File: config.mk
export PLATFORM = sky130hd
export DESIGN_NAME = gcd_host_sequencer
export DESIGN_NICKNAME = d
export VERILOG_FILES = /design/src/rtl/gcd_host_sequencer.sv
export SDC_FILE = /design/constraint.sdc
export NUM_CORES = 1
export LEC_CHECK = 0
export BUFFER_PORTS_ARGS = -buffer_cell sky130_fd_sc_hd__buf_2
export CAP_MARGIN = 30
export CELL_PAD_IN_SITES_DETAIL_PLACEMENT = 1
export CELL_PAD_IN_SITES_GLOBAL_PLACEMENT = 1
export CORE_UTILIZATION = 41
export DETAILED_ROUTE_END_ITERATION = 7
export HOLD_SLACK_MARGIN = 0.02
export PLACE_DENSITY_LB_ADDON = 0.1
export SYNTH_ARGS = -nofsm -noshare
export SYNTH_HDL_FRONTEND = slang
export SYNTH_SLANG_ARGS = --single-unit
File: constraint.sdc
create_clock -name clk -period 5.8 [get_ports clk]
set_clock_uncertainty 0.1 [all_clocks]
set_input_delay 0.87 -clock clk [delete_from_list [all_inputs] [get_ports clk]]
set_output_delay 0.87 -clock clk [all_outputs]
set_load 0.01 [all_outputs]
File: src/rtl/gcd_host_sequencer.sv
// Host-side sequencer for the GCD core: accepts an operand pair, loads it onto the
// core's shared data bus, waits for done (or a timeout) and returns the result.
module gcd_host_sequencer #(
  parameter int WIDTH   = 16,
  parameter int TIMEOUT = 1024,
  parameter int CNT_W   = 16
) (
  input  logic             clk,
  input  logic             rst,
  input  logic             in_valid,
  output logic             in_ready,
  input  logic [WIDTH-1:0] in_a,
  input  logic [WIDTH-1:0] in_b,
  output logic             gcd_start,
  output logic [WIDTH-1:0] gcd_data,
  input  logic             gcd_done,
  input  logic [WIDTH-1:0] gcd_result,
  output logic             out_valid,
  input  logic             out_ready,
  output logic [WIDTH-1:0] out_result,
  output logic             out_err
);

  typedef enum logic [2:0] {IDLE, LOAD_A, LOAD_B, WAIT, RESP} state_t;

  localparam logic [CNT_W-1:0] CNT_LAST = CNT_W'(TIMEOUT - 1);

  state_t           state, state_next;
  logic [WIDTH-1:0] a_q, a_d, b_q, b_d;
  logic [WIDTH-1:0] result_q, result_d;
  logic             err_q, err_d;
  logic [CNT_W-1:0] cnt_q, cnt_d;

  always_ff @(posedge clk) begin
    if (rst) begin
      state    <= IDLE;
      a_q      <= '0;
      b_q      <= '0;
      result_q <= '0;
      err_q    <= 1'b0;
      cnt_q    <= '0;
    end else begin
      state    <= state_next;
      a_q      <= a_d;
      b_q      <= b_d;
      result_q <= result_d;
      err_q    <= err_d;
      cnt_q    <= cnt_d;
    end
  end

  // A zero operand never reaches the core: gcd(0,x)=x is answered directly.
  always_comb begin
    state_next = state;
    a_d        = a_q;
    b_d        = b_q;
    result_d   = result_q;
    err_d      = err_q;
    cnt_d      = cnt_q;
    unique case (state)
      IDLE: begin
        if (in_valid) begin
          a_d = in_a;
          b_d = in_b;
          if ((in_a == '0) || (in_b == '0)) begin
            result_d   = in_a | in_b;
            err_d      = 1'b0;
            state_next = RESP;
          end else begin
            state_next = LOAD_A;
          end
        end
      end
      LOAD_A: state_next = LOAD_B;
      LOAD_B: begin
        cnt_d      = '0;
        state_next = WAIT;
      end
      WAIT: begin
        if (gcd_done) begin
          result_d   = gcd_result;
          err_d      = 1'b0;
          state_next = RESP;
        end else if (cnt_q == CNT_LAST) begin
          result_d   = '0;
          err_d      = 1'b1;
          state_next = RESP;
        end else begin
          cnt_d = cnt_q + 1'b1;
        end
      end
      RESP: begin
        if (out_ready) state_next = IDLE;
      end
      default: state_next = IDLE;
    endcase
  end

  always_comb begin
    gcd_data = '0;
    unique case (state)
      LOAD_A:       gcd_data = a_q;
      LOAD_B, WAIT: gcd_data = b_q;
      default:      gcd_data = '0;
    endcase
  end

  assign in_ready   = (state == IDLE) && !rst;
  assign gcd_start  = (state == LOAD_A) || (state == LOAD_B);
  assign out_valid  = (state == RESP);
  assign out_result = result_q;
  assign out_err    = err_q;

endmodule

* Yosys cells after proc, flatten, opt, wreduce, memory -nomap -nowiden
Cells that the tools add are included.
** Word-level totals
- Flip-flop bits (word level) :: 68
** Cells by class
- Add/subtract/negate cells :: 1
- Equality and inequality tests :: 11
- Mux-type cells :: 20
- Bitwise logic cells :: 1
- Reduce and logical (&&, ||, !) cells :: 14
** Operators by type and width (count)
- two-way mux 16 bit :: 6
- case mux 16 bit (2 select lines) :: 3
- logical NOT 16 bit :: 2
- adder 16 x 1 -> 16 bit (second input constant) :: 1
- equality test 16 x 10 -> 1 bit (second input constant) :: 1
- OR 16 bit :: 1
- two-way mux 3 bit :: 5
- case mux 3 bit (5 select lines) :: 1
- inequality test 2 bit (second input constant) :: 4
- equality test 3 x 2 -> 1 bit (second input constant) :: 2
- AND reduction 3 bit :: 2
- two-way mux 1 bit :: 4
- AND reduction 4 bit :: 1
- nonzero test 2 bit :: 2
- equality test 3 x 1 -> 1 bit (second input constant) :: 1
- equality test 3 bit (second input constant) :: 1
- logical NOT 3 bit :: 1
- inequality test 3 bit (second input constant) :: 1
- logical OR 1 bit :: 2
- inequality test 2 x 1 -> 1 bit (second input constant) :: 1
- case mux 1 bit (2 select lines) :: 1
- AND reduction 2 bit :: 1
- OR reduction 2 bit :: 1
- logical AND 1 bit :: 1
- logical NOT 1 bit :: 1

* Logic depth before layout (Yosys ltp)
Gate-level depths: netlist of the first run.
- Word-level depth :: 5
- Depth in mapped cells :: 8

* Least setup slack after synthesis of the first run
No wires, ideal clock.
- Path kind :: input port to output port
- Start point :: input port rst
- End point :: output port in_ready
- Arrival time :: 1.748 ns
- Setup slack :: 3.082 ns
- Stages :: 4
- Buffers on the path :: 3
- Cells stage by stage :: clkbuf_1 buf_2 buf_1 nor4_1
** Between the ends
- Word-level cells in the longest chain between the ends :: 2
** Ends and longest elaborated chain
- start, declared :: line 9 : input logic rst,
- logical NOT 1 bit :: line 108 : assign in_ready = (state == IDLE) && !rst;
- logical AND 1 bit :: line 108
- end, declared :: line 11 : output logic in_ready,
Every way passes these cells.

* Worst setup path after layout of the first run
- Start point :: register state[1]
- End point :: register result_q[15], in the netlist out_result[15]
** Between the ends
- Word-level cells in the longest chain between the ends :: 3
- Elaborated cells on any way between the ends :: 8
** Ends and longest elaborated chain
- start, declared :: line 28 : state_t state, state_next;
- start signal, assigned :: line 43 : state <= state_next;
- equality test 3 x 2 -> 1 bit or logical NOT 3 bit (tied branches) :: line 60 : unique case (state)
- inequality test 3 bit (no source line), or another cell as far along
- AND reduction 4 bit (no source line)
- end signal, assigned :: line 46 : result_q <= result_d;
- end, declared :: line 30 : logic [WIDTH-1:0] result_q, result_d;
Parallel ways exist; a longest one is shown, timed or not.
A chain may end at the register's enable or synchronous reset.

==> impl_metrics.py, run 1 <==
metrics = {
    "outcome": {
        "status": "complete, no violations",
    },
    "logic_synthesis": {
        "yosysMostFrequentCell": "nand2_1",
        "yosysSeqAreaShare": 0.409,
        "yosysTopAreaCellShare": 0.409,
        "yosys.cell_types.count": 51,
        "synth_compound_area_frac": 0.208,
        "ys_ff_latch": 68,
        "synthArstFlopShare": 0,
        "yosysTopAreaCell": "dfxtp_1",
        "synthSimpleGateAreaFrac": 0.274,
        "synth_nets": 471,
        "synth_xor_area_frac": 0.00263,
        "syn_avg_cell_area_um2": 7.98,
        "synth_mux_area_frac": 0.0576,
        "synth_fa_ha_area_frac": 0.00376,
        "synth_top_family_by_area": "simple AND/OR/NAND/NOR gates",
        "synth_common_cells": "nand2_1, dfxtp_1, a21oi_1, clkbuf_1, nor3_1",
        "synth-main-ff-cell": "dfxtp_1",
        "synth_area_um2": 3330,
        "synth_cells": 417,
        "ys_warn_count": 0,
        "synth_area_leaders": "dfxtp_1, nand2_1, a21oi_1",
        "synth_edf_count": 0,
    },
    "global_routing": {
        "grt_pass1_vias": 3401,
        "antenna_found_initial": 0,
        "groute.usage.overall": 0.254,
        "grt_max_degree": 65,
        "grt_pass1_wl_um": 17000,
        "grt_overflow": 0,
    },
    "clock_tree": {
        "cts.hold.buffers_added": 0,
        "htree_levels": 3,
        "tritoncts": "built",
        "cts-root-buf": "clkbuf_8",
        "cts.reportedPaths.clkPinSlew_ns": 0.07,
        "clkLatencyLatePin_ns": 0.34,
        "cts_buffer_depth": 2,
        "cts.sink_count": 68,
        "cts_made_buffers": 9,
        "ctsResizeCount": 0,
        "post_cts_buffers": 0,
    },
    "detailed_routing": {
        "dr.pass1.iters": 4,
        "dr_wl_met2_um": 4870,
        "antenna_left": 0,
        "wl_met1_um": 4900,
        "wl_per_cell_um": 17.4,
        "drc": 0,
        "vias": 3418,
        "met3_length_um": 528,
        "drt_wl_total_um": 10400,
        "drt_iter0_drc": 90,
        "vias_per_cell": 5.73,
        "top_layer": "met4",
    },
    "floorplan": {
        "rows": 32,
        "die_area_um2": 8480,
        "die_x_um": 92.1,
        "core_um2": 7770,
        "floorplan.io_pins": 89,
        "fp.dieH_um": 92.1,
        "initial_core_util": 0.428,
    },
    "layout": {
        "fillers": 999,
        "syn_to_final_growth_pct": 21.7,
        "design_area_um2": 4050,
        "num_antenna_cells": 0,
        "multi_input_comb_area_um2": 1830,
        "drive_gt1_frac": 0.240,
        "fin_nets": 544,
        "final-seq-area_um2": 1360,
    },
    "worst_setup_path": {
        "slowest_delay_ns": 0.79,
        "r2r_start": "state[1]",
        "cp.arrival_ns": 3.59,
        "path_cells": "nand3b_1, or2_1, a21oi_2, a211o_1, mux2i_1",
        "critPathRequiredTime_ns": 5.96,
        "cp.depth": 5,
        "path_delay_family": "simple AND/OR/NAND/NOR gates",
        "critPathKind": "flop to flop",
        "crit_path_start_kind": "flop",
        "crit_path_end_kind": "flop",
        "reg2reg_slack_ns": 2.36,
        "crit_fanout": 22,
        "reg2reg_to": "out_result[15]",
        "critPathBufInv": 0,
        "reg2reg_depth": 5,
        "slowest_stage": "a211o_1",
    },
    "power_and_ir_drop": {
        "power_mw": 1.20,
        "max-vdd-ir-drop_uv": 144,
        "power_density_nw_per_um2": 298,
        "p_leak_nw": 1.75,
    },
    "sta": {
        "max_clock_freq_mhz": 291,
        "maxSlewHeadroom": 0.306,
        "fin_setup_tns_ns": 0,
        "timing.final.crit_share": 0.592,
        "setup_viol": 0,
        "rsz0062_at_grt": "false",
        "drv_slew": 0,
        "tightest_slew_ns": 1.04,
        "hold_viol": 0,
        "period_needed_ns": 3.44,
        "setup_ws_ns": 2.36,
    },
    "placement": {
        "placed_cell_area_um2": 3810,
        "gp_congestion": 0.840,
        "hpwl_um": 7500,
        "pre_cts_ws_ns": 2.35,
        "numPortBuffers": 88,
    },
    "worst_hold_path": {
        "hold_class": "flop to flop",
        "hold_depth": 2,
        "hold_path_end": "b_q[12]",
        "min_from": "b_q[12]",
    },
    "run": {
        "drv_cap": 0,
    },
}
## placed cells by master (no fill, tap or decap), types with 3 or more instances in the layout
cell type / n
nor2_1: 13
mux2i_1: 18
and3_1: 3
or3_1: 18
nor4_1: 8
o21ai_0: 9
clkbuf_8: 9
nand2_1: 90
buf_2: 88
o31ai_1: 3
nor3_1: 21
dfxtp_1: 68
nor4_2: 4
a31oi_1: 4
o21a_1: 3
a21oi_1: 56
bufinv_16: 3
a22o_1: 16
buf_4: 3
nand3_1: 13
## final cells by class
type	count	area share
clock buffer	11	0.0325
tap	102	0.0315
clock inverter	5	0.0247
inverter	2	0.00186
sequential	68	0.336
timing repair buffer	92	0.121
multi-input combinational	317	0.452
## worst max-delay path by stage
| stage | from | end | slack (ns) |
|---|---|---|---|
| finish | state[1] | out_result[15] | 2.36 |
| global placement | state[1] | out_result[11] | 2.52 |
| detailed placement | state[1] | out_result[11] | 2.35 |
| floorplan | rst | in_ready | 3.08 |
| global route | state[1] | out_result[6] | 2.02 |
| CTS | state[1] | out_result[11] | 2.34 |
## state kept, by name (all words and copies together), names as in the netlist
signal	flops
a_q	16
b_q	16
cnt_q	16
out_result	16
state	3
out_err	1
## where the power goes
group          switching, mW  internal (mW)
combinational          0.140         0.0817
clock                  0.178          0.285
sequential            0.0228          0.497
total                  0.341          0.863
## cells by family (layout without fill, tap and decap cells)
kind of cell	count (synthesis)	after routing
adder cells (fa/ha/maj)	1	1
XOR/XNOR	1	1
flip-flops	68	68
multiplexers	19	19
AO/OA/AOI/OAI	108	108
AND/OR/NAND/NOR	188	188
buffers and inverters	32	110
## worst min-delay path, stage by stage, from the launching register on
cell,delay (ns)
dfxtp_1,0.31
nand2_1,0.05
a21oi_1,0.05
## through the flow
stage                     hold WS [ns]  utilization  std cells
after floorplan                  0.336            -        417
after global placement           0.342        0.488        580
after detailed placement         0.350        0.491        581
after CTS                        0.359        0.521        597
after global routing             0.377        0.521        597
final                            0.358        0.521        597
## metal layers
layer	GRT usage	vias up
met2	0.412	94
met3	0.0398	9
met4	0.0794	0
li1	-	1656
met5	0	-
met1	0.347	1659
(Power assumes the default switching activity.)
==> run 2: changes to the inputs <==
Settings changed: CORE_UTILIZATION 41 to 34.
Clock period 5.8 ns to 3 ns, I/O delays scaled along.
==> run 2 against run 1 <==
Against the previous run:
- combinational power increased by 93%
- die area increased by 20%
- sequential power increased by 94%
- critical path type is now flop to output port
==> impl_metrics.py, run 2 (synthesized netlist as in run 1, its figures left out) <==
metrics = {
    "sta": {
        "whs_ns": 0.281,
        "rsz0062_at_grt": "false",
        "tightest_slew_ns": 0.722,
        "max_clock_freq_mhz": 399,
        "setup_ws_ns": 0.495,
        "setup_viol": 0,
        "maxSlewHeadroom": 0.516,
        "timing.final.crit_share": 0.835,
        "fin_setup_tns_ns": 0,
        "drv_slew": 0,
        "period_needed_ns": 2.50,
        "hold_viol": 0,
    },
    "clock_tree": {
        "cts_buffer_depth": 2,
        "cts.hold.buffers_added": 0,
        "cts-root-buf": "clkbuf_8",
        "tritoncts": "built",
        "post_cts_buffers": 0,
        "cts.sink_count": 68,
        "clkLatencyLatePin_ns": 0.33,
        "htree_levels": 3,
        "ctsResizeCount": 0,
        "cts.reportedPaths.clkPinSlew_ns": 0.08,
        "cts_made_buffers": 9,
    },
    "global_routing": {
        "grt_pass1_wl_um": 17700,
        "grt_overflow": 0,
        "groute.usage.overall": 0.224,
        "grt_pass1_vias": 3456,
        "antenna_found_initial": 0,
        "grt_max_degree": 36,
    },
    "power_and_ir_drop": {
        "power_density_nw_per_um2": 516,
        "max-vdd-ir-drop_uv": 221,
        "p_leak_nw": 1.74,
    },
    "detailed_routing": {
        "vias": 3432,
        "vias_per_cell": 5.45,
        "drt_wl_total_um": 10900,
        "drt_iter0_drc": 146,
        "drc": 0,
        "antenna_left": 0,
        "dr.pass1.iters": 5,
        "wl_per_cell_um": 17.4,
    },
    "layout": {
        "drive_gt1_frac": 0.248,
        "final_cells": 630,
        "layout_commonest_cell": "nand2_1",
        "layout_common_cells": "nand2_1, buf_2, dfxtp_1, a21oi_1, nor3_1",
        "num_antenna_cells": 0,
        "syn_to_final_growth_pct": 21.2,
        "fin_nets": 550,
    },
    "floorplan": {
        "die_area_um2": 10200,
        "fp.dieH_um": 101,
        "core_um2": 9370,
        "floorplan.io_pins": 89,
        "die_x_um": 101,
        "rows": 35,
        "initial_core_util": 0.355,
    },
    "placement": {
        "pre_cts_ws_ns": 0.334,
        "numPortBuffers": 88,
        "gp_congestion": 0.809,
        "hpwl_um": 7960,
        "dpl.cell_count": 614,
    },
    "worst_setup_path": {
        "critPathKind": "flop to output port",
        "path_delay_family": "flip-flops",
        "crit_fanout": 12,
        "path_cells": "nor2b_1, buf_4, a22o_1, buf_2",
        "critPathBufInv": 2,
        "critPathRequiredTime_ns": 2.45,
        "crit_path_start_kind": "flop",
        "slowest_delay_ns": 0.61,
        "slowest_stage": "dfxtp_1",
        "crit_path_end_kind": "output port",
        "crit_start": "state[1]",
        "cp.arrival_ns": 1.95,
        "r2r_start": "cnt_q[0]",
    },
    "worst_hold_path": {
        "min_from": "in_a[0]",
        "hold_class": "input pin to flop",
    },
    "outcome": {
        "status": "complete, no violations",
    },
    "run": {
        "drv_cap": 0,
    },
}
-- run 2: power breakdown --
part / internal, mW / total (mW) / switching, mW
combinational: 0.157 / 0.429 / 0.272
sequential: 0.960 / 1.01 / 0.0451
clock: 0.297 / 0.644 / 0.348
-- run 2: worst paths after layout --
path	end	slack [ns]	cells after the start
worst max-delay path	gcd_data[11]	0.50	4
worst min-delay path	a_q[0]	0.28	3
worst max register to register	out_result[15]	0.63	7
worst min register to register	b_q[14]	0.36	2
-- run 2: worst register-to-register path, cell delays in order, from the launching register on --
cell and delay, ns:
dfxtp_1 0.40, ha_1 0.27, nand3_1 0.17, nor3_1 0.35, a21oi_2 0.11, a211o_1 0.44, buf_4 0.28, mux2i_1 0.14
-- run 2: final cells by class --
cell class / instances / area [um^2]
fill: 1197 / 5340
sequential: 68 / 1360
timing repair buffer: 98 / 515
tap: 129 / 161
inverter: 2 / 7.51
multi-input combinational: 317 / 1830
clock inverter: 5 / 28.8
clock buffer: 11 / 131
-- run 2: layer usage --
layer	part of all wire	global-route usage	wire length, um
met5	0	0	0
met4	0.012	0.0758	134
met3	0.053	0.0388	582
met2	0.46	0.368	5060
met1	0.47	0.298	5180
-- run 2: stage by stage --
stage          area (um^2)   util  power (mW)
6_report              4030  0.430        2.08
5_1_grt               4030  0.430        2.20
4_1_cts               4030  0.430        2.11
3_5_place_dp          3870  0.413        1.46
3_3_place_gp          3870  0.413        1.45
2_1_floorplan         3330      -        1.28
==> run 3: changes to the inputs <==
Settings changed: ABC_AREA from default to 1, CORE_UTILIZATION 34 to 36.
Clock period 3 ns to 2.4 ns, I/O delays scaled along.
==> run 3 against run 2 <==
Against the previous run:
- first-iteration DRC count fell by 16%
- via count rose by 2.5%
- cell area fell by 1.7%
- largest cell class unchanged
- critical endpoint unchanged
- clock power rose by 33%
- sequential share of layout area rose by 0.60 points
- combinational power rose to 3.2 times the previous value
- die area fell by 6.8%
==> impl_metrics.py, run 3 <==
metrics = {
    "outcome": {
        "status": "complete, no violations",
    },
    "logic_synthesis": {
        "ys_ff_latch": 68,
        "synth_area_leaders": "dfxtp_1, o21ai_0, a21oi_1",
        "synthArstFlopShare": 0,
        "synth_nets": 531,
        "synth_cells": 477,
        "ys_warn_count": 0,
        "yosysSeqAreaShare": 0.415,
        "yosys.cell_types.count": 30,
        "yosysTopAreaCell": "dfxtp_1",
        "synth_edf_count": 0,
        "syn_avg_cell_area_um2": 6.87,
        "synth_common_cells": "nand2_1, o21ai_0, dfxtp_1, a21oi_1, nor2_1",
        "synth-main-ff-cell": "dfxtp_1",
        "yosysMostFrequentCell": "nand2_1",
        "synth_area_um2": 3280,
        "yosysTopAreaCellShare": 0.415,
    },
    "floorplan": {
        "floorplan.io_pins": 89,
        "die_x_um": 97.4,
        "rows": 34,
        "initial_core_util": 0.374,
        "core_um2": 8760,
        "fp.dieH_um": 97.4,
        "die_area_um2": 9490,
    },
    "clock_tree": {
        "cts.reportedPaths.clkPinSlew_ns": 0.07,
        "ctsResizeCount": 0,
        "post_cts_buffers": 0,
        "cts-root-buf": "clkbuf_8",
        "cts.hold.buffers_added": 0,
        "htree_levels": 3,
        "tritoncts": "built",
        "cts_made_buffers": 9,
        "cts.sink_count": 68,
        "clkLatencyLatePin_ns": 0.33,
        "cts_buffer_depth": 2,
    },
    "layout": {
        "final_cells": 670,
        "fin_nets": 613,
        "syn_to_final_growth_pct": 20.9,
        "layout_commonest_cell": "buf_2",
        "layout_common_cells": "buf_2, nand2_1, o21ai_0, dfxtp_1, a21oi_1",
        "num_antenna_cells": 0,
        "design_area_um2": 3960,
        "drive_gt1_frac": 0.219,
    },
    "run": {
        "drv_cap": 0,
    },
    "sta": {
        "tightest_slew_ns": 0.557,
        "maxSlewHeadroom": 0.629,
        "setup_viol": 0,
        "drv_slew": 0,
        "period_needed_ns": 2.19,
        "fin_setup_tns_ns": 0,
        "timing.final.crit_share": 0.911,
        "rsz0062_at_grt": "false",
        "hold_viol": 0,
        "max_clock_freq_mhz": 457,
    },
    "detailed_routing": {
        "drt_wl_total_um": 10600,
        "drt_iter0_drc": 123,
        "antenna_left": 0,
        "drc": 0,
        "dr.pass1.iters": 4,
        "vias": 3518,
        "vias_per_cell": 5.25,
        "wl_per_cell_um": 15.8,
    },
    "placement": {
        "hpwl_um": 7720,
        "placed_cell_area_um2": 3790,
        "gp_congestion": 0.793,
        "numPortBuffers": 88,
        "dpl.cell_count": 656,
    },
    "worst_setup_path": {
        "critPathRequiredTime_ns": 1.94,
        "critPathKind": "flop to output port",
        "crit_path_end_kind": "output port",
        "slowest_stage": "dfxtp_1",
        "path_cells": "inv_1, nand3_1, buf_4, o22ai_1, buf_2",
        "slowest_delay_ns": 0.35,
        "cp.arrival_ns": 1.73,
        "crit_fanout": 13,
        "crit_path_start_kind": "flop",
    },
    "power_and_ir_drop": {
        "max-vdd-ir-drop_uv": 356,
        "power_density_nw_per_um2": 926,
        "power_mw": 3.67,
        "p_leak_nw": 1.73,
    },
    "global_routing": {
        "grt_overflow": 0,
        "grt_pass1_vias": 3495,
        "grt_pass1_wl_um": 17500,
        "grt_max_degree": 65,
        "groute.usage.overall": 0.230,
        "antenna_found_initial": 0,
    },
    "worst_hold_path": {
        "hold_class": "input pin to flop",
    },
}
## run 3: cell types whose count changed in the layout (fill, tap and decap cells not counted), sizes merged, moves of 4 or more
cell   delta
mux2i    -18
a22o     -16
nor3     -19
nor4     -12
o21ai    +62
a21oi    +11
nor2     +38
or3      -18
o31ai     -4
nand3    +16
o22ai    +16
inv      +43
## run 3: kinds of logic (layout without fill, tap and decap cells)
group / count (synthesis) / after routing / synth area share
AOI/OAI and AO/OA: 158 / 158 / 0.254
adders and majority gates: 1 / 1 / 0.00382
buffers and inverters: 70 / 155 / 0.0901
DFF: 68 / 68 / 0.415
and+or+nand+nor: 180 / 180 / 0.237
## run 3: worst max-delay path: cells and delay by family (launching register included)
family / cells / cell delay (ns)
and+or+nand+nor: 1 / 0.27
DFF: 1 / 0.35
buffers and inverters: 3 / 0.59
AOI/OAI and AO/OA: 1 / 0.18
## run 3: worst paths after layout
path / startpoint / end / slack, ns / cells past startpoint
worst max register to register: cnt_q[0] / cnt_q[6] / 0.32 / 11
worst min register to register: a_q[3] / a_q[3] / 0.36 / 2
worst min-delay path: out_ready / state[2] / 0.24 / 4
worst max-delay path: state[1] / gcd_data[11] / 0.21 / 5
## run 3: power by group
group	leakage (nW)	internal (mW)	switching (mW)
registers	0.556	1.35	0.0827
logic	1.08	0.437	0.944
clock network	0.0941	0.445	0.409
total	1.73	2.23	1.44
## run 3: per-stage QoR
stage / setup WS [ns] / hold WS [ns] / utilization
after floorplan: 0.612 / 0.322 / -
after global placement: 0.506 / 0.338 / 0.432
after detailed placement: 0.346 / 0.348 / 0.432
after CTS: 0.181 / 0.221 / 0.452
after global routing: 0.0851 / 0.254 / 0.452
final: 0.214 / 0.242 / 0.452
## run 3: layer usage
metal  share of wire  wire [um]  GRT usage  vias to the layer above
met4           0.012        131     0.0633                        0
met1            0.50       5290      0.336                     1672
met2            0.45       4720      0.355                       87
met5               0          0          0                        -
li1                -          -          -                     1748
met3           0.040        421     0.0288                       11
## run 3: final cells by class
class | instances | area [um^2]
clock buffers | 12 | 165
repair buffers | 96 | 500
inverters | 45 | 169
multi-input cells | 339 | 1620
well taps | 108 | 135
flip-flops and latches | 68 | 1360
fillers | 1173 | 4800
clock inverters | 2 | 10.0
